===== config.mk =====
export PLATFORM = sky130hd
export DESIGN_NAME = debounce_cmd_bank
export DESIGN_NICKNAME = d
export VERILOG_FILES = /design/src/rtl/debounce_cmd_bank_pkg.sv /design/src/rtl/debounce_cmd_bank_channel.sv /design/src/rtl/debounce_cmd_bank.sv
export SDC_FILE = /design/constraint.sdc
export NUM_CORES = 1
export LEC_CHECK = 0
export CORE_UTILIZATION = 40
export CTS_CLUSTER_SIZE = 8
export DETAILED_ROUTE_END_ITERATION = 6
export GPL_ROUTABILITY_DRIVEN = 0
export PLACE_DENSITY = 0.54
export SYNTH_ARGS = -nofsm -noshare
export SYNTH_HDL_FRONTEND = slang
export SYNTH_HIERARCHICAL = 1
export SYNTH_SLANG_ARGS = --single-unit

===== constraint.sdc =====
create_clock -name clk -period 3.9 [get_ports clk]
set_input_delay 0.78 -clock clk [delete_from_list [all_inputs] [get_ports clk]]
set_output_delay 0.78 -clock clk [all_outputs]
set_load 0.05 [all_outputs]

===== src/rtl/debounce_cmd_bank_pkg.sv =====
// Shared helpers and the board channel map for the push-button command bank.
package debounce_cmd_bank_pkg;
  localparam int CH_PC_RAM  = 0;
  localparam int CH_RAM_PC  = 1;
  localparam int CH_PROCESS = 2;
  localparam int CH_IDLE    = 3;

  function automatic int clog2(input int v);
    int r;
    r = 0;
    while ((1 << r) < v) r++;
    return r;
  endfunction
endpackage


===== src/rtl/debounce_cmd_bank_channel.sv =====
// One button: 2-FF synchroniser, stability filter, and press/release pulses.
module debounce_channel
  import debounce_cmd_bank_pkg::*;
#(
  parameter int CNT_MAX    = 250000,
  parameter bit ACTIVE_LOW = 1'b1
) (
  input  logic clk,
  input  logic rst,
  input  logic pb_raw,
  output logic db_state,
  output logic db_down,
  output logic db_up
);
  localparam int CNT_W = clog2(CNT_MAX);
  localparam logic [CNT_W-1:0] CNT_LAST = CNT_W'(CNT_MAX - 1);

  logic             r_s0, r_s1;
  logic [CNT_W-1:0] r_cnt;
  logic             r_state, r_down, r_up;

  always_ff @(posedge clk) begin
    if (rst) begin
      r_s0    <= 1'b0;
      r_s1    <= 1'b0;
      r_cnt   <= '0;
      r_state <= 1'b0;
      r_down  <= 1'b0;
      r_up    <= 1'b0;
    end else begin
      r_s0   <= pb_raw ^ ACTIVE_LOW;
      r_s1   <= r_s0;
      r_down <= 1'b0;
      r_up   <= 1'b0;
      // Any sample agreeing with the accepted level restarts the stability window.
      if (r_s1 == r_state) begin
        r_cnt <= '0;
      end else if (r_cnt != CNT_LAST) begin
        r_cnt <= r_cnt + 1'b1;
      end else begin
        r_cnt   <= '0;
        r_state <= ~r_state;
        r_down  <= ~r_state;
        r_up    <= r_state;
      end
    end
  end

  assign db_state = r_state;
  assign db_down  = r_down;
  assign db_up    = r_up;
endmodule


===== src/rtl/debounce_cmd_bank.sv =====
// N-channel button conditioner; release pulses become one arbitrated command strobe with lockout.
module debounce_cmd_bank
  import debounce_cmd_bank_pkg::*;
#(
  parameter int  N_CH       = 4,
  parameter int  CNT_MAX    = 250000,
  parameter bit  ACTIVE_LOW = 1'b1,
  parameter int  LOCKOUT    = 1024,
  localparam int IDX_W      = (clog2(N_CH) > 1) ? clog2(N_CH) : 1
) (
  input  logic              clk,
  input  logic              rst,
  input  logic [N_CH-1:0]   pb_raw,
  output logic [N_CH-1:0]   db_state,
  output logic [N_CH-1:0]   db_down,
  output logic [N_CH-1:0]   db_up,
  output logic              cmd_valid,
  output logic [IDX_W-1:0]  cmd_idx,
  output logic              cmd_drop
);
  localparam int LK_W = (clog2(LOCKOUT + 1) > 1) ? clog2(LOCKOUT + 1) : 1;

  for (genvar g = 0; g < N_CH; g++) begin : g_ch
    debounce_channel #(
      .CNT_MAX    (CNT_MAX),
      .ACTIVE_LOW (ACTIVE_LOW)
    ) u_ch (
      .clk      (clk),
      .rst      (rst),
      .pb_raw   (pb_raw[g]),
      .db_state (db_state[g]),
      .db_down  (db_down[g]),
      .db_up    (db_up[g])
    );
  end

  logic             w_any, w_multi;
  logic [IDX_W-1:0] w_idx;
  logic             r_cmd_valid, r_cmd_drop;
  logic [IDX_W-1:0] r_cmd_idx;
  logic [LK_W-1:0]  r_lk;

  always_comb begin
    w_any   = |db_up;
    w_multi = (db_up & (db_up - N_CH'(1))) != '0;
    w_idx   = '0;
    for (int i = N_CH - 1; i >= 0; i--)
      if (db_up[i]) w_idx = IDX_W'(i);
  end

  // Lockout is tested before it decrements, so a release landing on the zero cycle wins.
  always_ff @(posedge clk) begin
    if (rst) begin
      r_cmd_valid <= 1'b0;
      r_cmd_idx   <= '0;
      r_cmd_drop  <= 1'b0;
      r_lk        <= '0;
    end else begin
      r_cmd_valid <= 1'b0;
      r_cmd_drop  <= 1'b0;
      if (r_lk == '0) begin
        if (w_any) begin
          r_cmd_valid <= 1'b1;
          r_cmd_idx   <= w_idx;
          r_cmd_drop  <= w_multi;
          r_lk        <= LK_W'(LOCKOUT);
        end
      end else begin
        r_lk       <= r_lk - 1'b1;
        r_cmd_drop <= w_any;
      end
    end
  end

  assign cmd_valid = r_cmd_valid;
  assign cmd_idx   = r_cmd_idx;
  assign cmd_drop  = r_cmd_drop;
endmodule


* Word level (Yosys, flattened, before mapping)
Cells that the tools add are included.
** Operators by class
- Add/sub/neg operators :: 6
- $mul :: 0
- Divide/modulo/power cells :: 0
- $lt $le $gt $ge :: 0
- Equal/unequal tests :: 9
- Shift-type cells :: 0
- Mux-type cells :: 9
- Bitwise gates (word level) :: 18
- Reduce and logical (&&, ||, !) cells :: 17
** Operators with widths (count)
- adder 18 x 1 -> 18 bit (second input constant) :: 4
- inequality test 18 bit (second input constant) :: 4
- OR reduction 3 bit :: 8
- two-way mux 11 bit :: 2
- NOT 1 bit :: 17
- logical NOT 11 bit :: 1
- subtractor 11 x 1 -> 11 bit (second input constant) :: 1
- AND reduction 2 bit :: 5
- two-way mux 2 bit :: 4
- AND 4 bit :: 1
- == test 1 bit :: 4
- nonzero test 4 bit :: 1
- OR reduction 4 bit :: 1
- subtractor 4 x 1 -> 4 bit (second input constant) :: 1
- two-way mux 1 bit :: 3
- inequality test 2 bit (second input constant) :: 1
- OR reduction 2 bit :: 1
** Storage, ports and cells
- Register bits after elaboration :: 107
- Latch bits :: 0
- Memory bits (writable) :: 0
- ROM bits :: 0
- Input port bits :: 6
- Output and inout bits :: 16
- Logic and storage cells :: 87
- Memories kept :: 0

* Logic depth before layout (Yosys ltp)
Gate-level depths: netlist of the first run.
- Depth in word-level cells :: 5
- Gate-level depth with buffers :: 7
- Mapped depth without buffers :: 6

* By module
The synthesis of the first run kept the hierarchy.
** By module, submodules not included
- debounce_channel :: instances 4, cells an instance 113, area each 1049.8 um^2, seq. area each 460.4 um^2
- debounce_cmd_bank :: instances 1, cells an instance 98, area each 818.3 um^2, seq. area each 300.3 um^2

* Worst setup path after synthesis of the first run
Ideal clock, no wire load.
- Path type :: register -> register
- Start :: register r_lk[0]
- End :: register r_cmd_idx[0] (netlist: cmd_idx[0])
- Setup time :: 0.070 ns
- Arrival time :: 1.759 ns
- Required time :: 3.830 ns
- Setup slack :: 2.071 ns
- Cell stages (with the launch flop) :: 7
- Buffers on the path :: 0
- Clock period less this slack :: 1.829 ns
- Path through :: dfxtp_1 > inv_1 > ha_1 > nor4b_4 > nand3_4 > or4_1 > a21oi_1
** On the way
- Cells in the longest elaborated chain, start to end :: 2
** RTL lines
- start, declared :: line debounce_cmd_bank.sv:41 : logic [LK_W-1:0] r_lk;
- start signal, assigned :: line debounce_cmd_bank.sv:66 : r_lk <= LK_W'(LOCKOUT);
- start signal, assigned :: line debounce_cmd_bank.sv:69 : r_lk <= r_lk - 1'b1;
- logical NOT 11 bit :: line debounce_cmd_bank.sv:61 : if (r_lk == '0) begin
- AND reduction 2 bit (no line)
- end signal, assigned :: line debounce_cmd_bank.sv:64 : r_cmd_idx <= w_idx;
- end, declared :: line debounce_cmd_bank.sv:40 : logic [IDX_W-1:0] r_cmd_idx;
Every way passes these cells.
A chain may end at the register's enable or synchronous reset.

* Worst setup path after layout of the first run
- Start :: register g_ch[1].u_ch.r_up
- End :: output port db_up[1]
** RTL lines
- start, declared :: line debounce_cmd_bank_channel.sv:20 : logic r_state, r_down, r_up;
- start signal, assigned :: line debounce_cmd_bank_channel.sv:44 : r_up <= r_state;
- end, declared :: line debounce_cmd_bank.sv:16 : output logic [N_CH-1:0] db_up,
No word-level cell between the ends.

==> metrics.md, run 1 <==
| Metric | Value |
|---|---|
| IO Port Bufs | 21 |
| Logic pwr share | about 16% |
| CTS clk-pin slew, worst paths | around 0.070 ns |
| Sequential share of power | ~48% |
| Vias in the first global route | ~3600 |
| Clk pwr share | between 30% and 40% |
| Area fraction of the dominant cell type after synthesis | about 43% |
| Synth Area in Compound Gates | under 10% |
| Avg WL per Cell | approximately 13 um |
| Combinational family with the most area after synthesis | simple AND/OR/NAND/NOR gates |
| Synth Flop Type | dfxtp_1 |
| Post-synthesis simple-gate area fraction | 34.96% |
| Hold buffers post-CTS | 0 |
| Crit start category | flop |
| Pint | around 1800 uW |
| Wl on met1 | 4981 um |
| Fin crit share | roughly 64% |
| CP Capture Type | output pin |
| Post-synthesis mux area share | less than 1% |
| Leak | between 0.0015 and 0.002 uW |
| Mapped cell area | 5017 um2 |
| Worst vdd ir | between 0.0002 and 0.00025 V |
| First-pass GRT wire length | approximately 17000 um |
| Setup violations, final | 0 |
| Core area | around 12000 um2 |
| Drt drc | 0 |
| Top Ports | 22 |
| Max incr delay on CP | a little under 0.9 ns |
| #FFs+latches synth | approximately 110 |
| Syn avg cell area | 9.122 um2 |
| Largest area contributor in the netlist | dfxtp_1 |
| Slowest stage cell, crit path | clkdlybuf4s50_1 |
| P_sw | roughly 690 uW |
| Final Hold Viols | 0 |
| Die H | 114.0 um |
| Drt pass-1 iters | 4 |
| Max_cap viols | 0 |
| RSZ-0062 raised after global routing | no |
| Remaining antenna violation count | 0 |
| Horiz. Die Dim | approximately 110 um |
| Pwr Total | about 2500 uW |
| Critical path buffers and inverters | 1 |
| Total track usage | 16.39% |
| CTS tree | yes |
| CP delay by family, top | buffers and inverters |
| Met3 routed WL | approximately 320 um |
| Sink Count | 107 |
| Worst-Skew Late Latency | around 0.36 ns |
| Largest net degree at the start of global routing | 21 |
| H-tree depth | 3 |
| Top Metal Used | met4 |
| Yosys warns | 6 |
| Net Sw Frac | about 28% |
| Syn nets | ~560 |
| Pwr dens | about 440 nW/um2 |
| Final nets | roughly 590 |
| Post-CTS setup buffers | 0 |
| Hold Path Class | reg -> reg |
| Max transition margin | between 40 and 50% |
| Post-DP HPWL | 6951 um |
| Post-Route WL | between 9000 and 10000 um |
| Layout cells sized above 1 | a little over a tenth |
| Layout area overhead | 12.97% |
| FFs w/ async S/R, synth | 0% |
| Initial Utilization | about two fifths |
| Xor/xnor share of the synthesized area | a little over a tenth |
| Sequential area share after synthesis | a little over two fifths |
| Post-synth EDFFs | 0 |
| Final setup skew | ~0.0091 ns |
| Crit path max fanout | 7 |
| Worst EP arrival | roughly 1.7 ns |
| Clock Tree Root | clkbuf_16 |
| CTS buffer count | 9 |
| Max Freq | 401.5 MHz |
| # fillers | approximately 1200 |
| Diodes inserted | 0 |
| Minimum clock period | between 2 and 2.5 ns |
| Critical Path RT | approximately 3.1 ns |
| Cell Rows | 40 |
| Synth Instances | 550 |
| GRT overflow | 0 |
| Worst-Margin Slew | 0.7697 ns |
| Status | finished clean |
| Kind of critical path | reg -> out |
| Via count | roughly 4000 |
| Starting DRT DRC Count | 182 |
| Area contributors post-synth | dfxtp_1, xnor2_1, nor2_1, nand3_1, nor4_1 |
| Worst-path cell chain | clkdlybuf4s50_1 |
| Distinct cells, synth | 47 |
| Max Slew Vio Count | 0 |
| Vias per cell | 5.241 |
| Synth Area in Adders | 1.496% |
| Sum Neg Setup Slack | 0 ns |
| Met2 wire length | between 4000 and 5000 um |
| Clk buf depth | 2 |
| Initial antenna violation count | 0 |
| Die area | ~13000 um2 |
| Cts repair resizes | 0 |
cell type report:
class | count | area, um2 | area share [%]
repair buffers | 23 | 225.2 | 3.974
inverters | 16 | 60.06 | 1.060
well taps | 168 | 210.2 | 3.709
clock inverters | 3 | 21.27 | 0.3753
multi-input cells | 416 | 2739 | 48.32
flip-flops and latches | 107 | 2142 | 37.79
clock buffers | 13 | 270.3 | 4.768
flip-flops by register name, indices dropped and copies added (netlist names):
name and count:
cmd_drop 1, cmd_idx 2, cmd_valid 1, g_ch.u_ch/db_down 4, g_ch.u_ch/db_state 4, g_ch.u_ch/db_up 4, g_ch.u_ch/r_cnt 72, g_ch.u_ch/r_s0 4
g_ch.u_ch/r_s1 4, r_lk 11
power groups by stage:
stage | Sequential (uW) | Clock, uW | Combinational (uW)
floorplan | 1200 | 0 | 338
global placement | 1210 | 0 | 397
detailed placement | 1220 | 0 | 401
CTS | 1190 | 930 | 403
global route | 1200 | 964 | 455
finish | 1190 | 891 | 402
Yosys cell counts (2+ instances only):
| cell type | count |
|---|---|
| buf_6 | 4 |
| xor2_1 | 5 |
| or4_4 | 4 |
| nand4b_1 | 2 |
| or4_1 | 2 |
| xnor2_1 | 55 |
| nor2_1 | 86 |
| or2_4 | 4 |
| nor4_1 | 27 |
| or3_1 | 6 |
| a21oi_2 | 4 |
| o21ai_0 | 10 |
| and3_2 | 4 |
| a21boi_0 | 2 |
| and4_1 | 4 |
| and3_1 | 5 |
| or2_2 | 6 |
| nor2b_1 | 8 |
| nand4_4 | 4 |
| nor4b_1 | 4 |
| nand4_1 | 12 |
| nor4b_2 | 4 |
| o21ai_4 | 4 |
| mux2i_1 | 5 |
| nor3_1 | 26 |
| buf_2 | 4 |
| dfxtp_1 | 107 |
| nand4_2 | 4 |
| o31ai_1 | 4 |
| inv_1 | 16 |
| nor4_2 | 4 |
| ha_1 | 6 |
| nor4bb_1 | 4 |
| nand3_1 | 47 |
| clkbuf_1 | 2 |
| a31oi_1 | 3 |
| a21oi_1 | 19 |
| nand2_1 | 24 |
placed cells by master (no fill, tap or decap), types with 2 or more instances in the layout:
cell type,count
o21ai_4,4
or2_2,6
nor4_2,4
and3_1,5
xnor2_1,55
a21oi_2,4
clkbuf_8,3
or3_1,6
and4_1,4
inv_1,16
ha_1,6
nor2_1,86
a21oi_1,19
or2_4,4
a21boi_0,2
xor2_1,5
nand3_1,47
o21ai_0,10
nand4_4,4
nor4bb_1,4
nor3_1,26
or4_4,4
buf_4,2
nand4_1,12
nor4b_1,4
mux2i_1,5
clkdlybuf4s50_1,21
clkbuf_16,9
and3_2,4
nand4_2,4
nand2_1,24
nand4b_1,2
o31ai_1,4
nor4b_2,4
dfxtp_1,107
a31oi_1,3
nor4_1,27
or4_1,2
nor2b_1,8
logic make-up (layout without fill, tap and decap cells):
family / after synthesis / after routing
simple gates: 296 / 296
mux: 5 / 5
compound gates: 49 / 49
fa+ha+maj: 6 / 6
buf+inv: 27 / 55
flops: 107 / 107
xor+xnor: 60 / 60
metrics by stage:
step                      std cells  util (%)  hold slack [ns]  setup WS [ns]  instance area (um2)
after detailed placement        730     44.39           0.4311          1.348                 5376
after global placement          730     44.39           0.4177          1.373                 5376
final                           746     46.80           0.4450          1.409                 5668
after CTS                       746     46.80           0.4513          1.397                 5668
after global routing            746     46.80           0.4650          1.360                 5668
after floorplan                 550         -           0.4138          2.071                 5017
layer usage:
| metal | global-route usage [%] | up-vias |
|---|---|---|
| li1 | - | 2009 |
| met4 | 7.359 | 0 |
| met2 | 24.97 | 43 |
| met3 | 4.251 | 17 |
| met5 | 0 | - |
| met1 | 21.78 | 1841 |
path summary, 6_finish.rpt:
check	from	end	slack, ns	depth (start not counted)
worst max-delay path	g_ch[1].u_ch/db_up$_SDFF_PP0_	db_up[1]	1.41	1
worst min-delay path	g_ch[3].u_ch/r_s0$_SDFF_PP0_	g_ch[3].u_ch/r_s1$_SDFF_PP0_	0.45	1
worst max register to register	r_lk[0]$_SDFFE_PP0P_	cmd_idx[0]$_SDFFE_PP0P_	1.76	6
worst min register to register	g_ch[3].u_ch/r_s0$_SDFF_PP0_	g_ch[3].u_ch/r_s1$_SDFF_PP0_	0.45	1
No activity file was read; power rests on OpenSTA's default activity.
==> run 2, diff against run 1 <==
==> constraint.sdc (replaced) <==
create_clock -name clk -period 2.3 [get_ports clk]
set_input_delay 0.46 -clock clk [delete_from_list [all_inputs] [get_ports clk]]
set_output_delay 0.46 -clock clk [all_outputs]
set_load 0.05 [all_outputs]
==> metrics.md, run 2 (same netlist as run 1, synthesis figures left out) <==
| Metric | Value |
|---|---|
| Minimum clock period | 2.103 ns |
| Top Ports | 22 (unchanged) |
| Pwr dens | 769.9 nW/um2 (+76%) |
| Worst-path cell chain | clkdlybuf4s50_1 |
| Via count | 3865 (-1.2%) |
| Post-Route WL | 9574 um (-2.8%) |
| Starting DRT DRC Count | 226 (+24%) |
| R2R Path End | r_lk[6]$_SDFFE_PP0P_ |
| Status | finished clean |
| CP delay by family, top | buffers and inverters |
| Worst EP arrival | 1.64 ns (-0.07 ns) |
| Worst vdd ir | 0.0006503 V (+170%) |
| Crit start category | flop |
| Post-CTS setup buffers | 0 (unchanged) |
| CTS buffer count | 9 (unchanged) |
| Initial antenna violation count | 0 (unchanged) |
| RSZ-0062 raised after global routing | no |
| Hold Path Class | reg -> reg |
| Layout cells sized above 1 | 11.36% (+0.46 points) |
| IO Port Bufs | 21 (unchanged) |
| Max Freq | between 400 and 500 MHz |
| Sink Count | 107 (unchanged) |
| Crit path max fanout | 7 (unchanged) |
| Top reg by flops | g_ch.u_ch/r_cnt |
| Hold Slack | 0.4387 ns (-0.006380 ns) |
| Core area | 12110 um2 (unchanged) |
| Post-DP HPWL | 6754 um (-2.8%) |
| Cell Rows | 40 (unchanged) |
| Worst R2R Start | r_lk[0]$_SDFFE_PP0P_ |
| GRT overflow | 0 (unchanged) |
| Fin crit share | around nine tenths |
| Max transition margin | 60.24% (+12 points) |
| Commonest non-fill, non-tap cell in the layout | dfxtp_1 |
| Cts repair resizes | 0 (unchanged) |
| Number of flip-flops under the largest register name | 72 (unchanged) |
| Final Cell Area | 5741 um2 (+1.3%) |
| Avg WL per Cell | 12.78 um (-3.2%) |
| Die area | 12990 um2 (unchanged) |
| Critical path depth in cells | 1 (unchanged) |
| Horiz. Die Dim | 114.0 um (unchanged) |
| Critical path buffers and inverters | 1 (unchanged) |
| Die H | 114.0 um (unchanged) |
| H-tree depth | 3 (unchanged) |
| Initial Utilization | 41.43% (unchanged) |
| Most frequent cells in the layout | dfxtp_1, nor2_1, xnor2_1 |
| Biggest regs | g_ch.u_ch/r_cnt x72, r_lk x11 |
| Kind of critical path | reg -> out |
| Total track usage | 16.18% (-0.21 points) |
| Worst-Margin Slew | 0.5919 ns (-0.1778 ns) |
| Clk buf depth | 2 (unchanged) |
| CP Capture Type | output pin |
| CTS clk-pin slew, worst paths | 0.07 ns (about the same) |
| Final nets | 588 (+0.51%) |
| Post-placement cell area | 5411 um2 (+0.65%) |
| Diodes inserted | 0 (unchanged) |
| Final worst setup slack | 0.1965 ns (-1.213 ns) |
| Vias in the first global route | 3544 (-0.39%) |
| Final Hold Viols | 0 (unchanged) |
| First-pass GRT wire length | 16770 um (-0.33%) |
| Drt pass-1 iters | 5 (+1) |
| Remaining antenna violation count | 0 (unchanged) |
| Largest net degree at the start of global routing | 30 (+43%) |
| Critical Path RT | 1.84 ns (-1.28 ns) |
| Hold buffers post-CTS | 0 (unchanged) |
| Leak | 0.001712 uW (+2.1%) |
| Max Slew Vio Count | 0 (unchanged) |
| HP Start | g_ch[1].u_ch/r_s0$_SDFF_PP0_ |
| Max incr delay on CP | 0.85 ns (-0.02 ns) |
| Clock Tree Root | clkbuf_16 |
| Vias per cell | 5.160 (-1.5%) |
| CTS tree | yes |
| Hold depth | 1 (unchanged) |
| Dpl ws | 0.4084 ns (-0.9400 ns) |
| Final setup skew | 0.006231 ns (-0.002879 ns) |
| Max_cap viols | 0 (unchanged) |
| Util after Layout | 47.40% (+0.60 points) |
| Drt drc | 0 (unchanged) |
| Worst-Skew Late Latency | 0.35 ns (about the same) |
| Hold Crit Endpoint | g_ch[1].u_ch/r_s1$_SDFF_PP0_ |
| Sum Neg Setup Slack | 0 ns (unchanged) |
| R2R Setup Slk | 0.39 ns (-1.37 ns) |
| Layout area overhead | 14.41% |
| Setup violations, final | 0 (unchanged) |
| Register-to-Register Path Depth | 7 (+1) |
| Slowest stage cell, crit path | clkdlybuf4s50_1 |
-- run 2: cell types whose count changed in the layout (fill, tap and decap cells not counted) --
cell	before	now
buf_12	0	1
buf_4	2	4
bufinv_16	0	2
clkbuf_8	3	2
clkinv_4	1	0
-- run 2: metal layers --
layer | part of all wire, % | up-vias | global-route usage, %
met1 | 51 | 1793 | 21.55
met2 | 43 | 47 | 24.65
met5 | 0 | - | 0
met4 | 1.0 | 0 | 4.589
met3 | 4.4 | 9 | 5.739
li1 | - | 2016 | -
-- run 2: per-stage QoR --
| stage | power [uW] | instances |
|---|---|---|
| CTS | 4489 | 749 |
| global placement | 2772 | 733 |
| global route | 4663 | 749 |
| detailed placement | 2776 | 733 |
| floorplan | 2614 | 550 |
| finish | 4420 | 749 |
-- run 2: how the worst max path moves through the flow --
stage / from / endpoint / slack (ns)
final: g_ch[1].u_ch/db_up$_SDFF_PP0_ / db_up[1] / 0.20
after detailed placement: r_lk[0]$_SDFFE_PP0P_ / r_lk[6]$_SDFFE_PP0P_ / 0.41
after CTS: g_ch[0].u_ch/db_up$_SDFF_PP0_ / db_up[0] / 0.18
after global placement: r_lk[0]$_SDFFE_PP0P_ / r_lk[6]$_SDFFE_PP0P_ / 0.46
after floorplan: r_lk[0]$_SDFFE_PP0P_ / cmd_idx[0]$_SDFFE_PP0P_ / 0.47
after global routing: g_ch[0].u_ch/db_up$_SDFF_PP0_ / db_up[0] / 0.12
-- run 2: cell type report --
type,instances,area (um2)
fillers,1202,6371
multi-input cells,416,2739
flip-flops and latches,107,2142
repair buffers,26,260.3
clock buffers,12,256.5
well taps,168,210.2
clock inverters,4,72.57
inverters,16,60.06
-- run 2: worst register-to-register path: stages, from the launching register on --
cell and delay (ns):
dfxtp_1 0.34, inv_1 0.10, ha_1 0.23, nor4b_4 0.15, buf_4 0.17, and3_1 0.24, or4_1 0.48, a21oi_1 0.14
-- run 2: where the power goes --
| group | leakage, uW | internal (uW) | total, uW | switching (uW) |
|---|---|---|---|---|
| registers | 0.000866 | 1930 | 2020 | 91.9 |
| clock network | 0.000159 | 1010 | 1680 | 671 |
| logic | 0.000687 | 334 | 719 | 385 |
| total | 0.00171 | 3270 | 4420 | 1150 |
